<file path="config.mk">
export PLATFORM = sky130hd
export DESIGN_NAME = mux_rr_arbiter
export DESIGN_NICKNAME = d
export VERILOG_FILES = /design/src/rtl/mux_rr_arbiter.sv
export SDC_FILE = /design/constraint.sdc
export NUM_CORES = 1
export LEC_CHECK = 0
export BUFFER_PORTS_ARGS = -buffer_cell sky130_fd_sc_hd__buf_4
export CAP_MARGIN = 10
export CORE_UTILIZATION = 30
export CTS_BUF_LIST = sky130_fd_sc_hd__clkbuf_8
export DETAILED_ROUTE_END_ITERATION = 16
export PLACE_DENSITY = 0.64
export SLEW_MARGIN = 20
export SYNTH_ARGS = -nofsm -noshare
export SYNTH_HDL_FRONTEND = slang
export SYNTH_SLANG_ARGS = --single-unit
</file>
<file path="constraint.sdc">
create_clock -name clk -period 1.5 [get_ports clk]
set_input_delay 0.225 -clock clk [delete_from_list [all_inputs] [get_ports clk]]
set_output_delay 0.225 -clock clk [all_outputs]
set_load 0.05 [all_outputs]
</file>
<file path="src/rtl/mux_rr_arbiter.sv">
// -----------------------------------------------------------------------------
// mux_rr_arbiter
//
// Four-requester round-robin arbiter that drives the select lines of a
// downstream MUX_4to1. One requester owns the mux at a time. Ownership ends
// when the owner strobes done, or when it drops its request. The next search
// starts one position past the last owner, so a requester that keeps its
// request asserted yields to any other pending requester.
//
// Optional feature (compile-time macro MUX_ARB_TIMEOUT_EN):
//   When defined, a hold counter limits each ownership to HOLD_MAX GRANT
//   cycles. When the limit is reached, ownership is revoked and timeout
//   pulses for one cycle. When undefined, no counter exists, timeout is
//   tied low and ownership is unbounded.
//
// Parameters:
//   HOLD_MAX  GRANT cycles allowed per ownership with the timeout feature
//             (legal range 2..255).
//
// Ports:
//   clk      in   single clock, rising edge
//   rst_n    in   asynchronous active-low reset
//   req[3:0] in   request vector, bit i selects mux input in<i>
//   done     in   single-cycle release strobe from the current owner
//   grant    out  one-hot registered grant, zero when nobody owns the mux
//   s0       out  mux select MSB (registered)
//   s1       out  mux select LSB (registered); {s0,s1} = owner index
//   busy     out  high while the FSM is in GRANT
//   timeout  out  one-cycle pulse on forced revocation
// -----------------------------------------------------------------------------
module mux_rr_arbiter #(
  parameter int HOLD_MAX = 8
) (
  input  logic       clk,
  input  logic       rst_n,
  input  logic [3:0] req,
  input  logic       done,
  output logic [3:0] grant,
  output logic       s0,
  output logic       s1,
  output logic       busy,
  output logic       timeout
);

  typedef enum logic {
    IDLE  = 1'b0,
    GRANT = 1'b1
  } state_t;

  state_t     state_reg;
  logic [3:0] grant_reg;
  logic [1:0] sel_reg;     // owner index while in GRANT, last owner in IDLE
  logic       busy_reg;
  logic [1:0] ptr_reg;     // first index searched in the next arbitration

  logic [1:0] scan_idx;
  logic [1:0] pick_idx;
  logic       pick_valid;
  logic [3:0] pick_onehot;
  logic       release_now;
  logic       hold_expired;

  // An out-of-range HOLD_MAX shows up as this named scope in the elaborated
  // hierarchy. The scope is empty so that it never changes any logic.
  if ((HOLD_MAX < 2) || (HOLD_MAX > 255)) begin : g_hold_max_out_of_range
  end

  // Rotating priority search: look at ptr, ptr+1, ptr+2 and ptr+3 (mod 4),
  // and take the first requester that is set.
  always_comb begin
    scan_idx   = '0;
    pick_idx   = ptr_reg;
    pick_valid = 1'b0;
    for (int k = 0; k < 4; k++) begin
      scan_idx = ptr_reg + 2'(k);
      if (!pick_valid && req[scan_idx]) begin
        pick_valid = 1'b1;
        pick_idx   = scan_idx;
      end
    end
  end

  for (genvar gi = 0; gi < 4; gi++) begin : g_onehot
    assign pick_onehot[gi] = (pick_idx == 2'(gi));
  end

  // done and the owner dropping its request in the same cycle count as one
  // release, because both simply feed this OR.
  assign release_now = done | ~req[sel_reg];

`ifdef MUX_ARB_TIMEOUT_EN
  logic [7:0] hold_cnt_reg;
  logic       timeout_reg;

  assign hold_expired = (hold_cnt_reg == 8'(HOLD_MAX));

  // hold_cnt_reg holds 1 during the first GRANT cycle. A release in the
  // same cycle as expiry takes priority, so no timeout pulse is produced.
  always_ff @(posedge clk or negedge rst_n) begin
    if (!rst_n) begin
      hold_cnt_reg <= '0;
      timeout_reg  <= 1'b0;
    end else begin
      timeout_reg <= 1'b0;
      if (state_reg == IDLE) begin
        hold_cnt_reg <= pick_valid ? 8'd1 : 8'd0;
      end else if (release_now) begin
        hold_cnt_reg <= '0;
      end else if (hold_expired) begin
        hold_cnt_reg <= '0;
        timeout_reg  <= 1'b1;
      end else begin
        hold_cnt_reg <= hold_cnt_reg + 8'd1;
      end
    end
  end

  assign timeout = timeout_reg;
`else
  assign hold_expired = 1'b0;
  assign timeout      = 1'b0;
`endif

  always_ff @(posedge clk or negedge rst_n) begin
    if (!rst_n) begin
      state_reg <= IDLE;
      grant_reg <= '0;
      sel_reg   <= '0;
      busy_reg  <= 1'b0;
      ptr_reg   <= '0;
    end else begin
      case (state_reg)
        IDLE: begin
          // done is not looked at here, so a strobe while IDLE does nothing.
          if (pick_valid) begin
            state_reg <= GRANT;
            grant_reg <= pick_onehot;
            sel_reg   <= pick_idx;
            busy_reg  <= 1'b1;
          end else begin
            grant_reg <= '0;
            busy_reg  <= 1'b0;
          end
        end
        GRANT: begin
          // Other requests are ignored while a grant is held. Leaving GRANT
          // always passes through at least one IDLE cycle before a new grant.
          if (release_now || hold_expired) begin
            state_reg <= IDLE;
            grant_reg <= '0;
            busy_reg  <= 1'b0;
            ptr_reg   <= sel_reg + 2'd1;
          end
        end
        default: begin
          state_reg <= IDLE;
          grant_reg <= '0;
          busy_reg  <= 1'b0;
        end
      endcase
    end
  end

  assign grant = grant_reg;
  assign s0    = sel_reg[1];
  assign s1    = sel_reg[0];
  assign busy  = busy_reg;

endmodule

</file>
==> results.ini <==
[timing]
grt_setup_unrepaired = no
fin_crit_sh_pct = 96.7
period_needed_ns = 1.45
finalHoldViolations = 0
slew_viol_final = 0
max_freq_mhz = 689
timing.hold.ws_ns = 0.350
finalClockSkew_ns = 0.00495
finalSetupViolCount = 0

[finish]
fin_cells = 97
final_common_cell = buf_4
drive_gt1_share_pct = 38.9
seq_area_um2 = 251
final_core_util_pct = 44.3
fin_nets = 80
multi_input_area_um2 = 277
largest_reg_flops = 4
fillers = 168
synthToLayoutAreaGrowth_pct = 39.4
antenna_cells = 0
final_cell_mix = buf_4 (17), dfrtp_1 (9), a21oi_1 (6), inv_1 (5)

[pwr]
power_density_mw_per_mm2 = 2320
fin_total_pwr_mw = 1.76
vdd_drop_max_uv = 1040
p_leak_nw = 0.361

[drt]
maxUsedRoutingLayer = met4
dr_wl_met3_um = 50
route.met2.wl_um = 514
antenna_left = 0
avgViaCountPerCell = 4.96
wire_per_inst_um = 11.9
post-route-drc-count = 0
dr.pass1.iters = 4
drt_iter0_markers = 10
vias = 481
totalWireLength_um = 1150
wl_met1_um = 559

[logic_synthesis]
synth_xor_area_share_pct = 1.61
synth_fa_ha_area_share_pct = 0
synthMuxAreaShare_pct = 6.91
synth_top_area_share_pct = 46.1
synth_fp_nets = 58
synthSimpleGateAreaFrac_pct = 17.3
ys_top_cells_by_area = dfrtp_1 (46%), a21oi_1 (5.5%), mux4_1 (4.8%), o21ai_0 (2.8%), inv_1 (2.8%)
yosys_register_bits = 10
postSynth.asyncResetShare_pct = 100
postSynthCellCount = 51
netlist_area_um2 = 543
syn_area_per_cell_um2 = 10.6
ys_types = 30
yosys.area.top_type = dfrtp_1
synth-edff-count = 0
ys.flop_type = dfrtp_1
synth_compound_area_share_pct = 23.3
yosysWarnings = 0
synth_top_family_by_area = compound AO/OA/AOI/OAI gates
ys_seq_area_share_pct = 46.1

[grt]
grt_max_degree = 11
grt_pass1_vias = 430
grt.total_usage_pct = 12.8
grt_pass1_wl_um = 1810
grt_overflow = 0
antenna_found_initial = 0

[worst_setup_path]
worstPathMaxFanout = 4
max_stage_delay_ns = 0.52
cp_data_arrival_time_ns = 1.57
critical_path_class = reg -> reg
critPathCaptureType = flop
path_cells = and2b_1 -> or4_4 -> a41o_1
path_delay_family = simple AND/OR/NAND/NOR gates
startpoint_type = flop
crit_buf_inv = 0
cp_slowest_cell = or4_4
required_ns = 1.62

[status]
status = complete, no violations

[floorplanning]
die_area_mm2 = 0.00198
pin_count = 15
start_util_pct = 31.8
dieWidth_um = 44.5
core.rowCount = 15
core_mm2 = 0.00171
die_y_um = 44.5

[clocking]
clock-sinks = 10
cts_tree = built
clkLatencyLatePin_ns = 0.24
clock_path_buffers = 2
htreeDepth = 1
cts_buffers = 3
cts-root-buf = clkbuf_8
path_clk_slew_ns = 0.05

[placement]
dp.cells = 92
port_buffers = 13
place_congestion = 0.812
dp_hpwl_um = 863

[hold_path]
hold_class = in -> async

[job]
max_cap_violations = 0

-- power breakdown --
part           total [mW]  internal [mW]  switching, mW
logic               0.978          0.383          0.595
registers           0.494          0.399         0.0956
clock network       0.286          0.179          0.107
-- per-stage QoR --
step | cell area, µm² | setup slack (ns) | TNS [ns]
after floorplan | 551 | -0.0855 | -0.468
after detailed placement | 702 | 0.0637 | 0
after CTS | 757 | 0.0490 | 0
after global routing | 757 | 0.0162 | 0
final | 757 | 0.0492 | 0
after global placement | 702 | 0.0801 | 0
-- synthesized netlist by cell type, types with 2 or more instances --
library cell,instances
nor3_1,2
o21ai_0,3
nor2_1,2
inv_1,4
a21oi_1,6
dfrtp_1,10
-- logic make-up (layout without fill, tap and decap cells) --
group / count (synthesis) / after routing
AO/OA/AOI/OAI: 18 / 18
AND/OR/NAND/NOR: 14 / 14
flip-flops: 10 / 10
buffers and inverters: 5 / 26
multiplexers: 2 / 2
other: 1 / 1
XOR/XNOR: 1 / 1
-- layout make-up --
cell class	count	share of cell area (%)
clock buffer	3	5.45
sequential	10	33.2
tap	25	4.13
inverter	4	1.98
clock inverter	1	0.496
timing repair buffer	18	18.2
multi-input combinational	36	36.5
-- routing by layer --
metal  vias to the layer above  global-route usage (%)
li1                        229                       -
met4                         0                    9.09
met1                       231                    17.9
met3                         5                    2.86
met5                         -                       0
met2                        16                    17.1
-- what timing repair did --
action	in CTS	in global routing
setup buffers	0	0
resized for setup	0	0
hold buffers	1	0
hold endpoints to repair	10	0
-- worst paths after layout --
kind	cells after the start	to	slack [ns]	start
max	3	grant[0]	0.05	ptr_reg[0]
min	2	ptr_reg[1]	0.35	rst_n
min reg2reg	1	busy	0.48	busy
min in group clk	3	grant[0]	0.41	req[1]
max in group asynchronous	2	sel_reg[0]	1.00	rst_n
max reg2reg	3	grant[0]	0.05	ptr_reg[0]
Power figures use the tool's default switching activity.
